`config.mk`:
```
export PLATFORM = sky130hd
export DESIGN_NAME = s832_bist_ctrl_flat
export DESIGN_NICKNAME = d
export VERILOG_FILES = /design/src/rtl/s832_bist_pkg.sv /design/src/rtl/s832_bist_if.sv /design/src/rtl/s832_bist_misr.sv /design/src/rtl/s832_bist_ctrl.sv /design/src/flat_wrapper.sv
export SDC_FILE = /design/constraint.sdc
export NUM_CORES = 1
export LEC_CHECK = 0
export CAP_MARGIN = 20
export CORE_MARGIN = 2
export CORE_UTILIZATION = 50
export CTS_CLUSTER_DIAMETER = 60
export DETAILED_ROUTE_END_ITERATION = 10
export PLACE_DENSITY = 0.82
export REMOVE_ABC_BUFFERS = 1
export SLEW_MARGIN = 15
export SYNTH_ARGS = -nofsm -noshare
export SYNTH_HDL_FRONTEND = slang
export SYNTH_HIERARCHICAL = 1
export SYNTH_SLANG_ARGS = --single-unit
export TNS_END_PERCENT = 1
```
`constraint.sdc`:
```
create_clock -name CK -period 2.2 [get_ports CK]
set_clock_uncertainty 0.05 [all_clocks]
set_input_delay 0.44 -clock CK [delete_from_list [all_inputs] [get_ports CK]]
set_output_delay 0.44 -clock CK [all_outputs]
set_load 0.02 [all_outputs]
```
`src/rtl/s832_bist_pkg.sv`:
```
// Shared types, widths and polynomial step helpers for the s832 BIST sequencer.
// The LFSR and MISR feedback taps are kept here so both sides agree on polynomials.
package s832_bist_pkg;

    typedef enum logic [1:0] {
        ST_IDLE = 2'd0,
        ST_INIT = 2'd1,
        ST_RUN  = 2'd2,
        ST_DONE = 2'd3
    } bist_state_e;

    localparam int unsigned PI_W    = 32'd18;
    localparam int unsigned PO_W    = 32'd19;
    localparam int unsigned LFSR_W  = 32'd17;
    localparam int unsigned CNT_W   = 32'd16;
    localparam int unsigned G18_BIT = 32'd17;

    // x^17+x^14+1 taps sit on bits 16 and 13; x^19+x^6+x^2+x+1 on bits 18, 5, 1, 0
    localparam logic [LFSR_W-1:0] LFSR_TAPS = 17'h12000;
    localparam logic [PO_W-1:0]   MISR_TAPS = 19'h40023;

    function automatic logic [LFSR_W-1:0] lfsr_next_f(input logic [LFSR_W-1:0] cur);
        return {cur[LFSR_W-2:0], ^(cur & LFSR_TAPS)};
    endfunction

    function automatic logic [PO_W-1:0] misr_next_f(input logic [PO_W-1:0] cur,
                                                    input logic [PO_W-1:0] din);
        return {cur[PO_W-2:0], ^(cur & MISR_TAPS)} ^ din;
    endfunction

    // An all-zero LFSR would lock up, so a zero seed is promoted to 1
    function automatic logic [LFSR_W-1:0] seed_fix_f(input logic [LFSR_W-1:0] seed);
        logic [LFSR_W-1:0] fixed;
        if (seed == {LFSR_W{1'b0}}) begin
            fixed = {{(LFSR_W-1){1'b0}}, 1'b1};
        end else begin
            fixed = seed;
        end
        return fixed;
    endfunction

endpackage

```
`src/rtl/s832_bist_if.sv`:
```
// Bundle of the BIST controller's test-side signals: the core I/O and the status outputs.
interface s832_bist_if;
    import s832_bist_pkg::*;

    logic              START;
    logic [PO_W-1:0]   CORE_PO;
    logic [PI_W-1:0]   CORE_PI;
    logic              BUSY;
    logic              DONE;
    logic              PASS;
    logic [PO_W-1:0]   SIG;

    modport master (
        input  START,
        input  CORE_PO,
        output CORE_PI,
        output BUSY,
        output DONE,
        output PASS,
        output SIG
    );

    modport slave (
        output START,
        output CORE_PO,
        input  CORE_PI,
        input  BUSY,
        input  DONE,
        input  PASS,
        input  SIG
    );
endinterface

```
`src/rtl/s832_bist_misr.sv`:
```
// 19-bit multiple-input signature register with synchronous clear and compaction enable.
module s832_bist_misr
    import s832_bist_pkg::*;
(
    input  logic            CK,
    input  logic            RST,
    input  logic            clr,
    input  logic            en,
    input  logic [PO_W-1:0] din,
    output logic [PO_W-1:0] sig
);

    logic [PO_W-1:0] misr_r;

    // Signature register: clear wins over compaction, otherwise hold
    always_ff @(posedge CK or posedge RST) begin
        if (RST) begin
            misr_r <= {PO_W{1'b0}};
        end else if (clr) begin
            misr_r <= {PO_W{1'b0}};
        end else if (en) begin
            misr_r <= misr_next_f(misr_r, din);
        end else begin
            misr_r <= misr_r;
        end
    end

    assign sig = misr_r;

endmodule

```
`src/rtl/s832_bist_ctrl.sv`:
```
// BIST sequencer for the s832 core: clears the core while idle, applies NPAT LFSR
// patterns, compacts the responses and compares the signature with GOLDEN.
module s832_bist_ctrl
    import s832_bist_pkg::*;
#(
    parameter int unsigned       NPAT   = 32'd256,
    parameter logic [16:0]       SEED   = 17'h00001,
    parameter logic [18:0]       GOLDEN = 19'h00000
) (
    input  logic        CK,
    input  logic        RST,
    s832_bist_if.master bus
);

    localparam logic [LFSR_W-1:0] SEED_EFF  = seed_fix_f(SEED);
    localparam logic [CNT_W-1:0]  NPAT_LAST = NPAT[CNT_W-1:0] - 16'd1;
    localparam logic              NPAT_ZERO = (NPAT == 32'd0);

    bist_state_e       state_r;
    bist_state_e       state_s;
    logic [LFSR_W-1:0] lfsr_r;
    logic [CNT_W-1:0]  cnt_r;
    logic              misr_clr_s;
    logic              misr_en_s;
    logic [PO_W-1:0]   sig_s;
    logic [PI_W-1:0]   pi_s;
    logic              busy_s;
    logic              done_s;

    // State register
    always_ff @(posedge CK or posedge RST) begin
        if (RST) begin
            state_r <= ST_IDLE;
        end else begin
            state_r <= state_s;
        end
    end

    // Next-state logic and MISR control strobes
    always_comb begin
        state_s    = state_r;
        misr_clr_s = 1'b0;
        misr_en_s  = 1'b0;
        case (state_r)
            ST_IDLE: begin
                if (bus.START) begin
                    state_s = ST_INIT;
                end else begin
                    state_s = ST_IDLE;
                end
            end
            ST_INIT: begin
                misr_clr_s = 1'b1;
                if (NPAT_ZERO) begin
                    state_s = ST_DONE;
                end else begin
                    state_s = ST_RUN;
                end
            end
            ST_RUN: begin
                misr_en_s = 1'b1;
                if (cnt_r == NPAT_LAST) begin
                    state_s = ST_DONE;
                end else begin
                    state_s = ST_RUN;
                end
            end
            ST_DONE: begin
                if (bus.START) begin
                    state_s = ST_INIT;
                end else begin
                    state_s = ST_DONE;
                end
            end
            default: begin
                state_s = ST_IDLE;
            end
        endcase
    end

    // Pattern generator and run-length counter; both freeze outside INIT/RUN
    always_ff @(posedge CK or posedge RST) begin
        if (RST) begin
            lfsr_r <= SEED_EFF;
            cnt_r  <= {CNT_W{1'b0}};
        end else begin
            case (state_r)
                ST_INIT: begin
                    lfsr_r <= SEED_EFF;
                    cnt_r  <= {CNT_W{1'b0}};
                end
                ST_RUN: begin
                    lfsr_r <= lfsr_next_f(lfsr_r);
                    cnt_r  <= cnt_r + 16'd1;
                end
                default: begin
                    lfsr_r <= lfsr_r;
                    cnt_r  <= cnt_r;
                end
            endcase
        end
    end

    s832_bist_misr u_misr (
        .CK  (CK),
        .RST (RST),
        .clr (misr_clr_s),
        .en  (misr_en_s),
        .din (bus.CORE_PO),
        .sig (sig_s)
    );

    // Output decode from registered state only; G18 held high except while patterns run
    always_comb begin
        pi_s          = {PI_W{1'b0}};
        pi_s[G18_BIT] = 1'b1;
        busy_s        = 1'b0;
        done_s        = 1'b0;
        case (state_r)
            ST_IDLE: begin
                busy_s = 1'b0;
            end
            ST_INIT: begin
                busy_s = 1'b1;
            end
            ST_RUN: begin
                busy_s = 1'b1;
                pi_s   = {1'b0, lfsr_r};
            end
            ST_DONE: begin
                done_s = 1'b1;
            end
            default: begin
                busy_s = 1'b0;
            end
        endcase
    end

    assign bus.CORE_PI = pi_s;
    assign bus.BUSY    = busy_s;
    assign bus.DONE    = done_s;
    assign bus.PASS    = done_s && (sig_s == GOLDEN);
    assign bus.SIG     = sig_s;

endmodule

```
`src/flat_wrapper.sv`:
```
// flat-port wrapper written by rule: the top's interface ports become plain ports
module s832_bist_ctrl_flat import s832_bist_pkg::*;
#(
    parameter int unsigned       NPAT   = 32'd256,
    parameter logic [16:0]       SEED   = 17'h00001,
    parameter logic [18:0]       GOLDEN = 19'h00000
)
  (CK, RST, bus_START, bus_CORE_PO, bus_CORE_PI, bus_BUSY, bus_DONE, bus_PASS, bus_SIG);
  s832_bist_if bus_i ();
  input  logic CK;
  input  logic RST;
  input wire logic [$bits(bus_i.START)-1:0] bus_START;
  input wire logic [$bits(bus_i.CORE_PO)-1:0] bus_CORE_PO;
  output wire logic [$bits(bus_i.CORE_PI)-1:0] bus_CORE_PI;
  output wire logic [$bits(bus_i.BUSY)-1:0] bus_BUSY;
  output wire logic [$bits(bus_i.DONE)-1:0] bus_DONE;
  output wire logic [$bits(bus_i.PASS)-1:0] bus_PASS;
  output wire logic [$bits(bus_i.SIG)-1:0] bus_SIG;
  assign bus_i.START = bus_START;
  assign bus_i.CORE_PO = bus_CORE_PO;
  assign bus_CORE_PI = bus_i.CORE_PI;
  assign bus_BUSY = bus_i.BUSY;
  assign bus_DONE = bus_i.DONE;
  assign bus_PASS = bus_i.PASS;
  assign bus_SIG = bus_i.SIG;
  s832_bist_ctrl #(.NPAT(NPAT), .SEED(SEED), .GOLDEN(GOLDEN)) u_core (.CK(CK), .RST(RST), .bus(bus_i));
endmodule
```
==> metrics.txt <==
status finished, final reports clean; area of the mapped netlist 0.00272 mm²; largest family of logic cells by synthesized area simple AND/OR/NAND/NOR gates; Final period util 97.8%; sequential share of power 43.3%; synth top area cells dfrtp_1 49%, xnor2_1 6.8%, a211oi_1 5.2%; Pint 0.00215 W; Bufs on Longest Clock Path 2; starting density of the core 52.5%; Via Count 2,172; layout cell share with drive strength beyond 1 17.3%; Worst Setup End Kind primary output; cell row count 26; Final Hold Fails 0; RD Place Congestion 0.776; synth cell count leaders 53 x dfrtp_1, 35 x nor2_1, 21 x xnor2_1; # fillers 393; combinational power share 37.2%; clock root buffer clkbuf_8; sw power 0.00104 W; first-pass GRT wire length 9580 µm; Mapped Cells 273; vias in the first global route 2,119; Post-Synth XOR/XNOR Area 9.02%; CP Class reg -> out; MaxCap Viol Count 0; headroom to the max-slew limit 71.0%; ys async rst share 100%; total power 0.00319 W; Syn. warnings 6; fin area 0.00357 mm²; crit path DAT 1.66 ns; Clk pwr share 19.5%; final std cells w/o fill 412; Critical Path Fanout Max 3; Yosys top cell area share 48.8%; initial DRC count 85; Placed Instance Area 0.00347 mm²; port bufs 61; drt wl/cell 13.9 µm; Area Growth Syn to Fin 31.3%; hold_ws 0.425 ns; drt pass-1 iters 4; CTS tree yes; initial antenna violation count 0; adder-cell share of the synthesized area 2.30%; Pins Over Slew Limit 0; DRC 0; Hold Path Class in -> async; Seq/Total Area, Yosys 49.8%; critical path data required time 1.71 ns; final WL 5750 µm; Post-synth EDFFs 0; largest area contributor in the synthesized netlist dfrtp_1; Top FF cell, synth dfrtp_1; Clock Sinks 54; synthesized area per cell 9.95 µm²; Die ar. 0.00604 mm²; multiplexer area fraction after synthesis 4.14%; die width 77.7 µm; NumNets Final 368; I/O pin cnt 62; Yosys cell types 36; Die H 77.7 µm; top-count cell post-synth dfrtp_1; Slew @ Worst Pin 0.435 ns; # setup viols final 0; dpl hpwl 4190 µm; pwr dens 893 mW/mm²; Sw Share 32.6%; antenna-violating nets left 0; FF+latch count, synth 54; largest net degree at the start of global routing 40; GRT Overall Usage 19.8%; Synth Area in Compound Gates 11.0%; Core Box Area 0.00517 mm²; Antenna diodes 0; maximum vdd drop 0.460 mV; Via density 5.27; hold_buf cts 0; Skew-Pair Late Insertion Delay 0.31 ns; Clock Pin Slew Worst Setup and Hold Paths 0.09 ns; CTS buffer count 5; Cells after DPL 404; GRT overflow 0; Peak Freq 465 MHz; RSZ-0062 raised after global routing true; Synth Area in Simple Gates 19.1%; critical path startpoint category flop; P_leak 1.59 nW; Period minus WS final 2.15 ns; H-tree depth 2
-- cells by family after synthesis --
kind of cell,count (synthesis)
compound gates,46
xor+xnor,28
fa+ha+maj,5
buf+inv,30
flops,54
mux,10
simple gates,100
-- path summary, 6_finish.rpt --
kind,startpoint,to,slack (ns),cells past startpoint
max,u_core/state_r[1],bus_DONE,0.05,3
min reg2reg,u_core/lfsr_r[2],u_core/lfsr_r[2],0.46,1
max in group asynchronous,RST,u_core/lfsr_r[0],1.26,3
max reg2reg,u_core/state_r[1],u_core/cnt_r[12],0.14,6
min in group CK,u_core/lfsr_r[2],u_core/lfsr_r[2],0.46,1
min,RST,u_core/u_misr/sig[5],0.43,3
-- stage by stage --
| stage | TNS, ns | utilization (%) | setup slack (ns) |
|---|---|---|---|
| after floorplan | -15.75 | - | -0.922 |
| after global placement | 0 | 67.1 | 0.0124 |
| after detailed placement | -0.303 | 67.1 | -0.0795 |
| after CTS | -0.0161 | 69.3 | -0.00906 |
| after global routing | -0.0126 | 69.0 | -0.0126 |
| final | 0 | 69.0 | 0.0486 |
-- flip-flops by register name, indices dropped and copies added (netlist names) --
| name | cells |
|---|---|
| u_core/cnt_r | 16 |
| u_core/lfsr_r | 17 |
| u_core/state_r | 2 |
| u_core/u_misr/sig | 19 |
-- per-layer routing --
layer	up-vias	routed length (µm)	global-route usage, %	part of all wire (%)
li1	1077	-	-	-
met1	1019	2660	26.9	46
met2	70	2650	32.0	46
met3	6	392	5.58	6.8
met4	0	48	3.75	0.84
met5	-	0	0	0
-- layout make-up --
type / instances / area [µm²] / area share (%)
well taps: 70 / 87.6 / 2.45
inverters: 15 / 57.6 / 1.61
flip-flops and latches: 54 / 1350 / 37.9
clock buffers: 8 / 110 / 3.09
multi-input cells: 189 / 1260 / 35.4
repair buffers: 76 / 698 / 19.6
-- placed cells by master, fill, tap and decap left out, types with 2 or more instances in the layout --
cell type / netlist / layout
dfrtp_1: 53 / 53
clkdlybuf4s50_1: 0 / 41
nor2_1: 35 / 35
xnor2_1: 21 / 21
a211oi_1: 19 / 19
nand2_1: 16 / 16
buf_4: 3 / 14
o21ai_0: 14 / 14
and2_1: 13 / 13
inv_1: 14 / 13
nand3_1: 10 / 10
mux2_2: 10 / 10
clkbuf_2: 0 / 9
clkbuf_8: 0 / 8
clkdlybuf4s15_2: 0 / 8
xor2_1: 7 / 7
a21oi_1: 6 / 6
nand4_1: 4 / 4
or3_1: 4 / 4
ha_1: 5 / 4
nor3_1: 3 / 3
nor4_1: 4 / 3
dlygate4sd2_1: 0 / 2
a21o_1: 2 / 2
and4_1: 2 / 2
nor4b_1: 3 / 2
o21a_1: 2 / 2
-- timing repair --
action	4_1_cts	5_1_grt
endpoints found under the setup margin	20	18
gates resized for setup	43	17
setup buffers	0	0
gates cloned	0	0
-- power groups by stage --
stage               sequential, W  combinational, W  clock [W]
floorplan                 0.00162          0.000393          0
global placement          0.00138           0.00117          0
detailed placement        0.00139           0.00118          0
CTS                       0.00137           0.00119   0.000646
global route              0.00141           0.00127   0.000682
finish                    0.00138           0.00118   0.000623
-- worst max-delay path: stages, from the launching register on --
cell,delay (ns)
dfrtp_1,0.42
ha_1,0.19
buf_4,0.12
clkdlybuf4s50_1,0.62
No activity file was read; power rests on OpenSTA's default activity.
